[src/rtl/zinde_pkg.sv]
`default_nettype none
// +--------------------------------------------------------------------+
// | zinde_pkg: opcode map and control-FSM encoding for the Zinde core  |
// | Revision: 2.0                                                      |
// +--------------------------------------------------------------------+
package zinde_pkg;

  localparam logic [3:0] OP_NOP  = 4'h0;
  localparam logic [3:0] OP_LDA  = 4'h1;
  localparam logic [3:0] OP_STA  = 4'h2;
  localparam logic [3:0] OP_ADD  = 4'h3;
  localparam logic [3:0] OP_SUB  = 4'h4;
  localparam logic [3:0] OP_AND  = 4'h5;
  localparam logic [3:0] OP_OR   = 4'h6;
  localparam logic [3:0] OP_XOR  = 4'h7;
  localparam logic [3:0] OP_JMP  = 4'h8;
  localparam logic [3:0] OP_JZ   = 4'h9;
  localparam logic [3:0] OP_JC   = 4'hA;
  localparam logic [3:0] OP_INC  = 4'hB;
  localparam logic [3:0] OP_NOT  = 4'hC;
  localparam logic [3:0] OP_CLR  = 4'hD;
  localparam logic [3:0] OP_NOP2 = 4'hE;
  localparam logic [3:0] OP_HLT  = 4'hF;

  typedef enum logic [2:0] {
    ST_START  = 3'd0,
    ST_FETCH  = 3'd1,
    ST_DECODE = 3'd2,
    ST_ADDR   = 3'd3,
    ST_MEM    = 3'd4,
    ST_HALT   = 3'd5
  } state_t;

endpackage : zinde_pkg
`default_nettype wire

[src/rtl/zinde_cpu_core_if.sv]
`default_nettype none
// +--------------------------------------------------------------------+
// | zinde_cpu_core_if: req/ready memory bus between core and memory    |
// | Revision: 2.0                                                      |
// +--------------------------------------------------------------------+
interface zinde_cpu_core_if #(
  parameter int DATA_W = 8,
  parameter int ADDR_W = 8
);

  logic              mem_req;
  logic              mem_we;
  logic [ADDR_W-1:0] mem_addr;
  logic [DATA_W-1:0] mem_wdata;
  logic [DATA_W-1:0] mem_rdata;
  logic              mem_ready;

  modport master (
    output mem_req,
    output mem_we,
    output mem_addr,
    output mem_wdata,
    input  mem_rdata,
    input  mem_ready
  );

  modport slave (
    input  mem_req,
    input  mem_we,
    input  mem_addr,
    input  mem_wdata,
    output mem_rdata,
    output mem_ready
  );

endinterface : zinde_cpu_core_if
`default_nettype wire

[src/rtl/zinde_alu.sv]
`default_nettype none
// +--------------------------------------------------------------------+
// | zinde_alu: combinational accumulator ALU (result, carry, zero)     |
// | Revision: 2.0                                                      |
// +--------------------------------------------------------------------+
module zinde_alu
  import zinde_pkg::*;
#(
  parameter int DATA_W = 8
) (
  input  logic [DATA_W-1:0] ac,
  input  logic [DATA_W-1:0] operand,
  input  logic [3:0]        op,
  output logic [DATA_W-1:0] result,
  output logic              carry,
  output logic              zero
);

  logic [DATA_W:0] w_sum;
  logic [DATA_W:0] w_one;

  assign w_one = {{DATA_W{1'b0}}, 1'b1};

  always_comb begin
    w_sum  = '0;
    result = ac;
    carry  = 1'b0;
    case (op)
      OP_LDA: result = operand;
      OP_ADD: begin
        w_sum  = {1'b0, ac} + {1'b0, operand};
        result = w_sum[DATA_W-1:0];
        carry  = w_sum[DATA_W];
      end
      // Two's-complement subtract: carry out set means no borrow (AC >= M).
      OP_SUB: begin
        w_sum  = {1'b0, ac} + {1'b0, ~operand} + w_one;
        result = w_sum[DATA_W-1:0];
        carry  = w_sum[DATA_W];
      end
      OP_AND: result = ac & operand;
      OP_OR:  result = ac | operand;
      OP_XOR: result = ac ^ operand;
      OP_INC: begin
        w_sum  = {1'b0, ac} + w_one;
        result = w_sum[DATA_W-1:0];
        carry  = w_sum[DATA_W];
      end
      OP_NOT: result = ~ac;
      OP_CLR: result = '0;
      default: result = ac;
    endcase
  end

  assign zero = (result == '0);

endmodule : zinde_alu
`default_nettype wire

[src/rtl/zinde_cpu_core.sv]
`default_nettype none
// +--------------------------------------------------------------------+
// | zinde_cpu_core: parametrised accumulator CPU, control FSM+datapath |
// | Revision: 2.0                                                      |
// +--------------------------------------------------------------------+
module zinde_cpu_core
  import zinde_pkg::*;
#(
  parameter int DATA_W   = 8,
  parameter int ADDR_W   = 8,
  parameter int RESET_PC = 0
) (
  input  logic              clk,
  input  logic              rst,
  zinde_cpu_core_if.master  mem,
  output logic              halted,
  output logic [ADDR_W-1:0] test_pc,
  output logic [ADDR_W-1:0] test_ar,
  output logic [DATA_W-1:0] test_ac,
  output logic [DATA_W-1:0] test_ir,
  output logic [1:0]        test_flags
);

  state_t            r_state;
  logic [ADDR_W-1:0] r_pc;
  logic [ADDR_W-1:0] r_ar;
  logic [DATA_W-1:0] r_ac;
  logic [DATA_W-1:0] r_ir;
  logic              r_c;
  logic              r_z;
  logic              r_req;
  logic              r_we;
  logic [ADDR_W-1:0] r_addr;
  logic              r_halted;

  logic [3:0]        w_op;
  logic [ADDR_W-1:0] w_rd_addr;
  logic [ADDR_W-1:0] w_next_pc;
  logic              w_is_branch;
  logic              w_taken;
  logic              w_carry_op;
  logic [DATA_W-1:0] w_alu_result;
  logic              w_alu_carry;
  logic              w_alu_zero;

  assign w_op        = r_ir[3:0];
  assign w_rd_addr   = mem.mem_rdata[ADDR_W-1:0];
  assign w_next_pc   = r_pc + ADDR_W'(1);
  assign w_is_branch = (w_op == OP_JMP) || (w_op == OP_JZ) || (w_op == OP_JC);
  assign w_taken     = (w_op == OP_JMP) || ((w_op == OP_JZ) && r_z) ||
                       ((w_op == OP_JC) && r_c);
  assign w_carry_op  = (w_op == OP_ADD) || (w_op == OP_SUB) || (w_op == OP_INC);

  zinde_alu #(
    .DATA_W (DATA_W)
  ) u_alu (
    .ac      (r_ac),
    .operand (mem.mem_rdata),
    .op      (w_op),
    .result  (w_alu_result),
    .carry   (w_alu_carry),
    .zero    (w_alu_zero)
  );

  // Bus outputs are registered and only change at a completing edge, so
  // they stay stable across wait states without extra holding logic.
  always_ff @(posedge clk or negedge rst) begin
    if (!rst) begin
      r_state  <= ST_START;
      r_pc     <= ADDR_W'(RESET_PC);
      r_ar     <= '0;
      r_ac     <= '0;
      r_ir     <= '0;
      r_c      <= 1'b0;
      r_z      <= 1'b0;
      r_req    <= 1'b0;
      r_we     <= 1'b0;
      r_addr   <= '0;
      r_halted <= 1'b0;
    end else begin
      case (r_state)
        ST_START: begin
          r_state <= ST_FETCH;
          r_req   <= 1'b1;
          r_we    <= 1'b0;
          r_addr  <= r_pc;
        end

        ST_FETCH: begin
          if (mem.mem_ready) begin
            r_ir    <= mem.mem_rdata;
            r_pc    <= w_next_pc;
            r_req   <= 1'b0;
            r_state <= ST_DECODE;
          end
        end

        ST_DECODE: begin
          case (w_op)
            OP_NOP, OP_NOP2: begin
              r_state <= ST_FETCH;
              r_req   <= 1'b1;
              r_addr  <= r_pc;
            end
            OP_INC, OP_NOT, OP_CLR: begin
              r_ac    <= w_alu_result;
              r_z     <= w_alu_zero;
              if (w_carry_op) r_c <= w_alu_carry;
              r_state <= ST_FETCH;
              r_req   <= 1'b1;
              r_addr  <= r_pc;
            end
            OP_HLT: begin
              r_state  <= ST_HALT;
              r_halted <= 1'b1;
            end
            default: begin
              r_state <= ST_ADDR;
              r_req   <= 1'b1;
              r_we    <= 1'b0;
              r_addr  <= r_pc;
            end
          endcase
        end

        ST_ADDR: begin
          if (mem.mem_ready) begin
            r_ar <= w_rd_addr;
            if (w_is_branch) begin
              r_pc    <= w_taken ? w_rd_addr : w_next_pc;
              r_addr  <= w_taken ? w_rd_addr : w_next_pc;
              r_state <= ST_FETCH;
            end else begin
              r_pc    <= w_next_pc;
              r_addr  <= w_rd_addr;
              r_we    <= (w_op == OP_STA);
              r_state <= ST_MEM;
            end
          end
        end

        ST_MEM: begin
          if (mem.mem_ready) begin
            if (w_op != OP_STA) begin
              r_ac <= w_alu_result;
              r_z  <= w_alu_zero;
              if (w_carry_op) r_c <= w_alu_carry;
            end
            r_we    <= 1'b0;
            r_addr  <= r_pc;
            r_state <= ST_FETCH;
          end
        end

        ST_HALT: begin
          r_req    <= 1'b0;
          r_halted <= 1'b1;
        end

        default: begin
          r_state <= ST_START;
          r_req   <= 1'b0;
          r_we    <= 1'b0;
        end
      endcase
    end
  end

  assign mem.mem_req   = r_req;
  assign mem.mem_we    = r_we;
  assign mem.mem_addr  = r_addr;
  assign mem.mem_wdata = r_ac;

  assign halted     = r_halted;
  assign test_pc    = r_pc;
  assign test_ar    = r_ar;
  assign test_ac    = r_ac;
  assign test_ir    = r_ir;
  assign test_flags = {r_c, r_z};

endmodule : zinde_cpu_core
`default_nettype wire

[src/flat_wrapper.sv]
// flat-port wrapper written by rule: the top's interface ports become plain ports
module zinde_cpu_core_flat import zinde_pkg::*;
#(
  parameter int DATA_W   = 8,
  parameter int ADDR_W   = 8,
  parameter int RESET_PC = 0
)
  (clk, rst, halted, test_pc, test_ar, test_ac, test_ir, test_flags, mem_mem_req, mem_mem_we, mem_mem_addr, mem_mem_wdata, mem_mem_rdata, mem_mem_ready);
  zinde_cpu_core_if #(.DATA_W(DATA_W), .ADDR_W(ADDR_W)) mem_i ();
  input  logic clk;
  input  logic rst;
  output logic halted;
  output logic [ADDR_W-1:0] test_pc;
  output logic [ADDR_W-1:0] test_ar;
  output logic [DATA_W-1:0] test_ac;
  output logic [DATA_W-1:0] test_ir;
  output logic [1:0] test_flags;
  output wire logic [$bits(mem_i.mem_req)-1:0] mem_mem_req;
  output wire logic [$bits(mem_i.mem_we)-1:0] mem_mem_we;
  output wire logic [$bits(mem_i.mem_addr)-1:0] mem_mem_addr;
  output wire logic [$bits(mem_i.mem_wdata)-1:0] mem_mem_wdata;
  input wire logic [$bits(mem_i.mem_rdata)-1:0] mem_mem_rdata;
  input wire logic [$bits(mem_i.mem_ready)-1:0] mem_mem_ready;
  assign mem_mem_req = mem_i.mem_req;
  assign mem_mem_we = mem_i.mem_we;
  assign mem_mem_addr = mem_i.mem_addr;
  assign mem_mem_wdata = mem_i.mem_wdata;
  assign mem_i.mem_rdata = mem_mem_rdata;
  assign mem_i.mem_ready = mem_mem_ready;
  zinde_cpu_core #(.DATA_W(DATA_W), .ADDR_W(ADDR_W), .RESET_PC(RESET_PC)) u_core (.clk(clk), .rst(rst), .mem(mem_i), .halted(halted), .test_pc(test_pc), .test_ar(test_ar), .test_ac(test_ac), .test_ir(test_ir), .test_flags(test_flags));
endmodule
[config.mk]
export PLATFORM = sky130hd
export DESIGN_NAME = zinde_cpu_core_flat
export DESIGN_NICKNAME = d
export VERILOG_FILES = /design/src/rtl/zinde_pkg.sv /design/src/rtl/zinde_cpu_core_if.sv /design/src/rtl/zinde_alu.sv /design/src/rtl/zinde_cpu_core.sv /design/src/flat_wrapper.sv
export SDC_FILE = /design/constraint.sdc
export NUM_CORES = 1
export LEC_CHECK = 0
export ABC_AREA = 1
export CORE_UTILIZATION = 51
export CTS_BUF_LIST = sky130_fd_sc_hd__clkbuf_4 sky130_fd_sc_hd__clkbuf_8
export DETAILED_ROUTE_END_ITERATION = 10
export MAX_ROUTING_LAYER = met4
export PLACE_DENSITY_LB_ADDON = 0.2
export SLEW_MARGIN = 20
export SYNTH_ARGS = -nofsm -noshare
export SYNTH_HDL_FRONTEND = slang
export SYNTH_SLANG_ARGS = --single-unit
[constraint.sdc]
create_clock -name clk -period 1.9 [get_ports clk]
set_clock_uncertainty 0.05 [all_clocks]
set_input_delay 0.38 -clock clk [delete_from_list [all_inputs] [get_ports clk]]
set_output_delay 0.38 -clock clk [all_outputs]
set_load 0.05 [all_outputs]
; Word-level counts from Yosys, hierarchy flattened
; Index checks and enable logic that the tools add are counted.
; Widths: inputs -> output; s select.
[op_classes]
addsub = 5
multipliers = 0
n_div = 0
order_cmp = 0
eq_ne = 30
shifts = 0
muxes = 40
bitwise = 8
reduce_logical = 29
[op_table]
columns = operator, count
row1 = $mux 8, 11
row2 = $pmux 8 s9, 1
row3 = $eq 4x4->1 const B, 8
row4 = $pmux 8 s2, 2
row5 = $pmux 8 s4, 1
row6 = $add 8x8->9, 2
row7 = $pmux 3 s6, 1
row8 = $eq 4x3->1 const B, 4
row9 = $not 8->8, 2
row10 = $ne 2x2->1 const B, 7
row11 = $mux 1, 13
row12 = $mux 3, 4
row13 = $reduce_and 4->1, 3
row14 = $add 8x1->9 const B, 1
row15 = $add 9x1->9 const B, 1
row16 = $add 8x1->8 const B, 1
row17 = $and 8x8->8, 1
row18 = $eq 4x2->1 const B, 2
row19 = $logic_not 8->1, 1
row20 = $or 8x8->8, 1
row21 = $pmux 1 s4, 2
row22 = $xor 8x8->8, 1
row23 = $eq 3x2->1 const B, 2
row24 = $eq 3x3->1 const B, 2
row25 = other kinds (21), 38
[word_totals]
ff_bits = 48
latch_bits = 0
mem_bits_rw = 0
romBits = 0
input_bits = 11
memories = 0

; Depth between registers and ports, before layout
; Gate-level depths: netlist (run 1).
[depth]
depth_word = 8
depth_mapped = 16
mapped_depth_nobuf = 15

; Modules after synthesis
; Synthesis (run 1) repeated with hierarchy kept, for this count alone.
[unflattened]
hier_cells = 685
area_unflattened_um2 = 4346.7
[by_module_without_submodules]
columns = module, instances, cells_per_inst, area_per_inst_um2, seq_area_each_um2
row1 = zinde_cpu_core, 1, 361, 2705.1, 1201.2
row2 = zinde_alu, 1, 324, 1641.6, 0.0

; Worst setup path before layout (run 1)
; Ideal clock, no wire load.
[synth_timing]
path_type = register to register
start = register u_core.r_ac[0], in the netlist u_core.mem.mem_wdata[0]
end = register u_core.r_z
setup_time_ps = 65
arrival_time_ps = 2259
required_ps = 1785
path_slack_ps = -474
path_stages_with_launch = 13
path_buffers = 0
path_cell_list = dfrtp_1 -> ha_1 -> fa_1 -> or2_2 -> nand3_1 -> nand2_1 -> nor2_1 -> nand2_1 -> nor2_1 -> nand3_1 -> nor2_1 -> nand3_1 -> nand2_1
[synth_via]
elab_chain_cells = 7
[synth_rtl]
columns = item, line
row1 = start: declaration, zinde_cpu_core.sv:27  ; logic [DATA_W-1:0] r_ac;
row2 = start signal: assignment, zinde_cpu_core.sv:106  ; r_ac <= w_alu_result;
row3 = start signal: assignment, zinde_cpu_core.sv:145  ; r_ac <= w_alu_result;
row4 = $add 8x8->9, zinde_alu.sv:37  ; w_sum = {1'b0, ac} + {1'b0, ~operand} + w_one;
row5 = $add 9x1->9, zinde_alu.sv:37
row6 = $pmux 8 s9 *, zinde_alu.sv:28  ; case (op)
row7 = $logic_not 8->1 *, zinde_alu.sv:55  ; assign zero = (result == '0);
row8 = $mux 1, zinde_cpu_core.sv:144  ; if (w_op != OP_STA) begin
row9 = $mux 1, zinde_cpu_core.sv:143  ; if (mem.mem_ready) begin
row10 = $pmux 1 s2 *, zinde_cpu_core.sv:81  ; case (r_state)
row11 = end signal: assignment, zinde_cpu_core.sv:107  ; r_z <= w_alu_zero;
row12 = end signal: assignment, zinde_cpu_core.sv:146  ; r_z <= w_alu_zero;
row13 = end: declaration, zinde_cpu_core.sv:30  ; logic r_z;
; Every way passes the cells marked *; elsewhere a longest branch is shown, timed or not. The select of a mux whose other input is x is not followed.
; A chain may end at the register's enable or synchronous reset.

; Worst setup path after layout (run 1)
; Ends and elaborated chain as after synthesis.

==> results of run 1 <==
state kept, by name, indices dropped and copies added (netlist names):
signal and count:
u_core.halted 1, u_core.mem.mem_addr 8, u_core.mem.mem_req 1, u_core.mem.mem_wdata 8
u_core.mem.mem_we 1, u_core.r_c 1, u_core.r_state 3, u_core.r_z 1
u_core.test_ar 8, u_core.test_ir 8, u_core.test_pc 8
metrics by stage:
step / power, uW / worst slack, ps / hold slack [ps]
6_report: 11700 / -240 / 2.45
5_1_grt: 12400 / -356 / 33.4
4_1_cts: 11200 / -291 / 10.4
3_5_place_dp: 10200 / -734 / 341
3_3_place_gp: 10000 / -736 / 332
2_1_floorplan: 7080 / -204 / 34.4
layer usage:
layer	global-route usage, %	up-vias	share of wire [%]
li1	-	2321	-
met1	44.8	2319	41
met3	3.77	62	6.1
met4	18.3	0	5.2
met5	-	-	0
met2	62.9	263	48
cells in the final DEF (no fill, tap or decap), types with 9 or more instances in the layout:
master    synthesis  final
nand4_1          11     11
nand3_2           2     16
buf_6             1      9
ha_4              0      9
nor2_1           65     56
inv_2             6     22
nand2_1         172    161
a21oi_1          25     19
nor2_2            9     15
nand2_2           4     14
nand3_1          54     40
dfrtp_1          48     40
inv_1            67     49
o21ai_0          39     30
buf_4            11    162
o21ai_1           4     10
o211ai_1         10     10
ha_1             26     16
timing repair:
item | CTS | global route
endpoints found under the setup margin | 15 | 27
gates cloned | 0 | 0
buffers inserted | 8 | 7
resized for setup | 50 | 43
pin swaps | 26 | 33
where the power goes:
part           total, uW  internal (uW)  switching [uW]  leakage (uW)
registers           2020           1520             496      0.000561
logic               8970           3380            5590       0.00242
clock network        686            314             372     0.0000519
worst reg2reg max path: cells and delay by family, from the launching register on:
kind	cells	cell delay (ps)
buffers and inverters	2	130
AND/OR/NAND/NOR	9	810
adder cells (fa/ha/maj)	2	580
AO/OA/AOI/OAI	1	70
flip-flops	1	470
worst paths after layout:
| check | to | slack, ps | cells past startpoint |
|---|---|---|---|
| max | u_core.r_z | -240 | 14 |
| min | u_core.mem.mem_req | 2 | 2 |
| min reg2reg | u_core.halted | 430 | 2 |
| max in group asynchronous | u_core.mem.mem_wdata[5] | 1520 | 2 |
| max reg2reg | u_core.r_z | -240 | 14 |
| min in group clk | u_core.halted | 430 | 2 |
cells by family (layout without fill, tap and decap cells):
family          Yosys count  in the layout  synth area share [%]
xor+xnor                  6              6                  1.30
simple gates            330            330                  35.3
compound gates           99             99                  14.3
fa+ha+maj                28             28                  9.04
buf+inv                  96            269                  10.4
flops                    48             48                  29.7
layout make-up:
class,instances,area share (%)
multi-input cells,463,45.7
repair buffers,186,25.3
flip-flops and latches,48,20.4
inverters,75,4.84
well taps,102,2.14
clock buffers,7,1.51
clock inverters,1,0.147
==> summary.txt, run 1 <==
outcome: finished, violations left
failing checks: setup timing
die area: 8280 um2
first-pass GRT wire length: 23800 um
Sink Count: 48
layout cells sized above 1: 38.1%
largest net degree at the start of global routing: 25
worst rel slew slack: 69.4%
drt wl/cell: 16.8 um
CTS Hold Bufs: 0
initial core utilization: 52.6%
Top delay family on crit path: simple AND/OR/NAND/NOR gates
Cells after DPL: 863
DRT Pass-1 Iters: 5
CTS tree: built
Slew @ Worst Pin: 457 ps
Post-synth EDFFs: 0
final non-filler cell area: 5970 um2
Chip Width: 91.0 um
# fillers: 592
Clock Path Buffers: 2
Clk pin slew, worst setup/hold paths: 90 ps
Buf/Inv on CP: 2
Synth async-reset ratio: 100%
min Tclk post-route: 2140 ps
DR vias: 4965
worst-path fanout max: 4
crit-path most repeated cell: nor2_2
FP Rows: 32
Syn Area/Cell: 6.66 um2
port buffer count: 63
Post-synth top flop: dfrtp_1
setup_tns: -896 ps
r2r startpoint: u_core.mem.mem_wdata[0]
Final #Nets: 818
Max Freq: 467 MHz
crit path kind: reg -> reg
Max stage delay cell, worst path: dfrtp_4
area of placed instances: 5520 um2
top-area cell type share of the netlist area: 29.7%
P&R area growth vs syn: 47.6%
PwrDens: 1960 nW/um2
clk_lat worst skew: 310 ps
core footprint: 7690 um2
VDD IR-drop max: 1.39 mV
Yosys top cell by area: dfrtp_1
max cap viols: 0
most common cell in the netlist: nand2_1
sequential area share after synthesis: 29.7%
initial DRC count: 398
Post-Syn Instances: 607
vias in the first global route: 4827
Post-synth top cells: nand2_1, inv_1, nor2_1
RSZ-0062 raised after global routing: true
Detailed Place HPWL: 11500 um
multi-input logic area: 2730 um2
HP Class: in -> async
RePlAce Congestion: 1.05
Ant. Diodes: 0
Detail Route Antenna Nets: 0
via/cell ratio: 5.63
Non-Filler Instances: 882
WP data arrival: 2340 ps
gr ovfl total: 0
Mapped Nets: 646
Critical Path Source: u_core.mem.mem_wdata[0]
I/O pin count: 64
Setup crit end kind: register
Max stage delay on crit path: 470 ps
GRT Resource Usage Total: 37.4%
FF/Latch Area: 1220 um2
number of buffers created by CTS: 5
Pins Over Slew Limit: 0
Yosys cell types: 39
synthesized area: 4040 um2
final worst-path cycle share: 113%
Critical Path RT: 2100 ps
crit-path cells: inv_4 -> ha_4 -> fa_2 -> inv_2 -> nand2_2 -> nand2_2 -> o21ai_1 -> nor2_2 -> nand2_1 -> nor2_2 -> nand3_2 -> nor2_2 -> nand3_1 -> nand2_1
CTS H-tree lvls: 2
YS warnings: 0
synth top area cells: dfrtp_1, nand2_1, ha_1
Hold Vio Cnt, Final: 0
Setup-failing EPs final: 8
die extent in y: 91.0 um
clk root buf: clkbuf_8
final core utilization: 77.6%
Routed WL: 14900 um
initial antenna violation count: 0
Post-route DRC: 0
leakage: 0.00303 uW
#FFs+latches synth: 48
CP startpoint kind: register
min setup slack post-route: -240 ps
Power figures use the tool's default switching activity.
==> run 2: changes to the inputs <==
CORE_UTILIZATION = 52   (was 51)
SYNTH_HIERARCHICAL = 1   (was not set)
==> run 2 against run 1 <==
Compared with the run above:
- the flow finishes with violations (DRC, setup timing)
- sequential share of layout area is 0.20 points lower
- worst setup slack worse by 100 ps
- register-to-register slack worse by 100 ps
- total power is 7.4% higher
- die area is 5.4% higher
- global-route usage is 3.3 points lower
- fmax is 4.5% lower
- design area is 1.6% higher
- via count is 2.8% higher
==> summary.txt, run 2 <==
via/cell ratio: 5.42
flop-to-flop setup slack: -340 ps
#FFs+latches synth: 48
P&R area growth vs syn: 39.4%
Chip Width: 93.4 um
worst-path fanout max: 3
Pins Over Slew Limit: 0
failing checks: DRC, setup timing
Post-route DRC: 1
initial core utilization: 55.1%
Clk pin slew, worst setup/hold paths: 100 ps
CP startpoint kind: register
Slew @ Worst Pin: 439 ps
RSZ-0062 raised after global routing: true
Detailed Place HPWL: 11000 um
worst rel slew slack: 70.7%
Syn Area/Cell: 6.35 um2
YS warnings: 6
Post-Syn Instances: 685
layout cells sized above 1: 32.6%
Max stage delay on crit path: 460 ps
top-area cell type share of the netlist area: 27.6%
outcome: finished, violations left
synth top area cells: dfrtp_1, nand2_1, nand3_1
Clock Path Buffers: 2
initial antenna violation count: 0
core footprint: 7890 um2
area of placed instances: 5720 um2
CTS H-tree lvls: 2
Critical Path RT: 2100 ps
number of buffers created by CTS: 5
CTS tree: built
Ant. Diodes: 0
final worst-path cycle share: 118%
min Tclk post-route: 2240 ps
Yosys cell types: 33
Post-synth EDFFs: 0
HP Class: reg -> reg
Clock Power Share: 6.4%
leakage: 0.00326 uW
PwrDens: 2070 nW/um2
Post-synth top cells: nand2_1, inv_1, nor2_1
VDD IR-drop max: 1.30 mV
sw frac: 55.8%
Sink Count: 48
HP Start: u_core/test_ir[4]
initial DRC count: 354
synthesized area: 4350 um2
WP data arrival: 2440 ps
Setup-failing EPs final: 9
Max Freq: 446 MHz
final core utilization: 76.8%
hold_ws: 447 ps
port buffer count: 63
I/O pin count: 64
Pint: 5540 uW
most common cell in the netlist: nand2_1
Switching Power: 6990 uW
Mapped Nets: 724
# fillers: 612
clk root buf: clkbuf_8
Post-synth top flop: dfrtp_1
max cap viols: 0
Yosys top cell by area: dfrtp_1
vias in the first global route: 4700
Synth async-reset ratio: 100%
final non-filler cell area: 6060 um2
drt wl/cell: 15.2 um
crit-path cells: ha_4 -> fa_2 -> or2_2 -> nand3_1 -> o21ai_0 -> nor2_1 -> nand3_1 -> nor2_1 -> nand3_1 -> nor2_1 -> nand2_1 -> o21ai_1
min setup slack post-route: -340 ps
Hold EP: u_core/test_ir[4]
Detail Route Antenna Nets: 0
RePlAce Congestion: 0.990
first-pass GRT wire length: 22500 um
die area: 8730 um2
WHS Path Cells: 2
largest net degree at the start of global routing: 49
Sequential Power Share: 16.7%
die extent in y: 93.4 um
clk_lat worst skew: 320 ps
Hold Vio Cnt, Final: 0
Routed WL: 14300 um
DRT Pass-1 Iters: 8
r2r startpoint: u_core/mem.mem_wdata[0]
crit path kind: reg -> reg
Power Total: 12500 uW
most frequent cells in the layout: nand2_1, buf_4, inv_1
Final #Nets: 878
reg2reg path depth: 12
sequential area share after synthesis: 27.6%
gr ovfl total: 0
DR vias: 5102
commonest non-fill, non-tap cell in the layout: nand2_1
GRT Resource Usage Total: 34.0%
combinational power share: 76.9%
worst r2r dst: u_core/r_z
Max stage delay cell, worst path: dfrtp_2
FP Rows: 32
Setup crit end kind: register
## run 2: changes by cell type after synthesis, sizes merged, moves of 4 or more
cell / before / now
nand2: 179 / 210
inv: 74 / 102
nand3: 56 / 77
nor2: 75 / 89
o211ai: 10 / 1
o21ai: 44 / 52
a31oi: 6 / 0
o22ai: 0 / 6
xor2: 6 / 0
buf: 19 / 23
nor3: 5 / 1
## run 2: worst max-delay path: cells and delay by family, from the launching register on
kind	cells	cell delay [ps]
AND/OR/NAND/NOR	8	980
flip-flops	1	460
adder cells (fa/ha/maj)	2	520
AO/OA/AOI/OAI	2	160
## run 2: metal layers
layer  vias to the layer above  track usage (%)  wire (um)
met5                         -                -          0
met4                         0             7.69        276
met3                        36             6.34       1350
met2                       256             54.5       6610
met1                      2326             44.9       6090
li1                       2484                -          -
## run 2: cell type report
| class | count | area [um2] | share of cell area [%] |
|---|---|---|---|
| clock inverter | 3 | 47.5 | 0.784 |
| sequential | 48 | 1220 | 20.2 |
| multi-input combinational | 512 | 2840 | 46.9 |
| inverter | 102 | 390 | 6.44 |
| tap | 102 | 128 | 2.11 |
| clock buffer | 5 | 68.8 | 1.14 |
| timing repair buffer | 170 | 1360 | 22.4 |
## run 2: worst max path at each step
| stage | depth (start not counted) | start | endpoint | slack [ps] |
|---|---|---|---|---|
| 6_report | 12 | u_core/mem.mem_wdata[0] | u_core/r_z | -340 |
| 5_1_grt | 12 | u_core/mem.mem_wdata[0] | u_core/r_z | -420 |
| 4_1_cts | 15 | u_core/mem.mem_wdata[0] | u_core/r_z | -240 |
| 3_5_place_dp | 15 | mem_mem_rdata[0] | u_core/r_z | -750 |
| 3_3_place_gp | 13 | mem_mem_rdata[0] | u_core/r_z | -720 |
| 2_1_floorplan | 12 | u_core/mem.mem_wdata[0] | u_core/r_z | -330 |
## run 2: logic make-up after synthesis
family	count (synthesis)	synth area share (%)
fa+ha+maj	28	8.41
simple gates	396	40.5
xor+xnor	1	0.202
compound gates	87	10.8
buf+inv	125	12.5
flops	48	27.6
## run 2: timing repair
item,in CTS,in global routing
resized for setup,42,21
buffers inserted,2,3
pin swaps,11,14
endpoints found under the hold margin,0,7
hold buffers,0,1
endpoints found under the setup margin,9,13
gates cloned,0,0
## run 2: per-stage QoR
step	worst slack [ps]	TNS [ps]	cells
after floorplan	-326	-1030	685
after global placement	-725	-5360	929
after detailed placement	-751	-5830	929
after CTS	-237	-816	938
after global routing	-418	-2320	942
final	-340	-1310	942
## run 2: power groups by stage
stage,Clock (uW),Combinational [uW],Sequential (uW)
2_1_floorplan,0,4280,3540
3_3_place_gp,0,8900,2060
3_5_place_dp,0,9040,2080
4_1_cts,811,9280,2080
5_1_grt,852,10400,2140
6_report,805,9640,2090
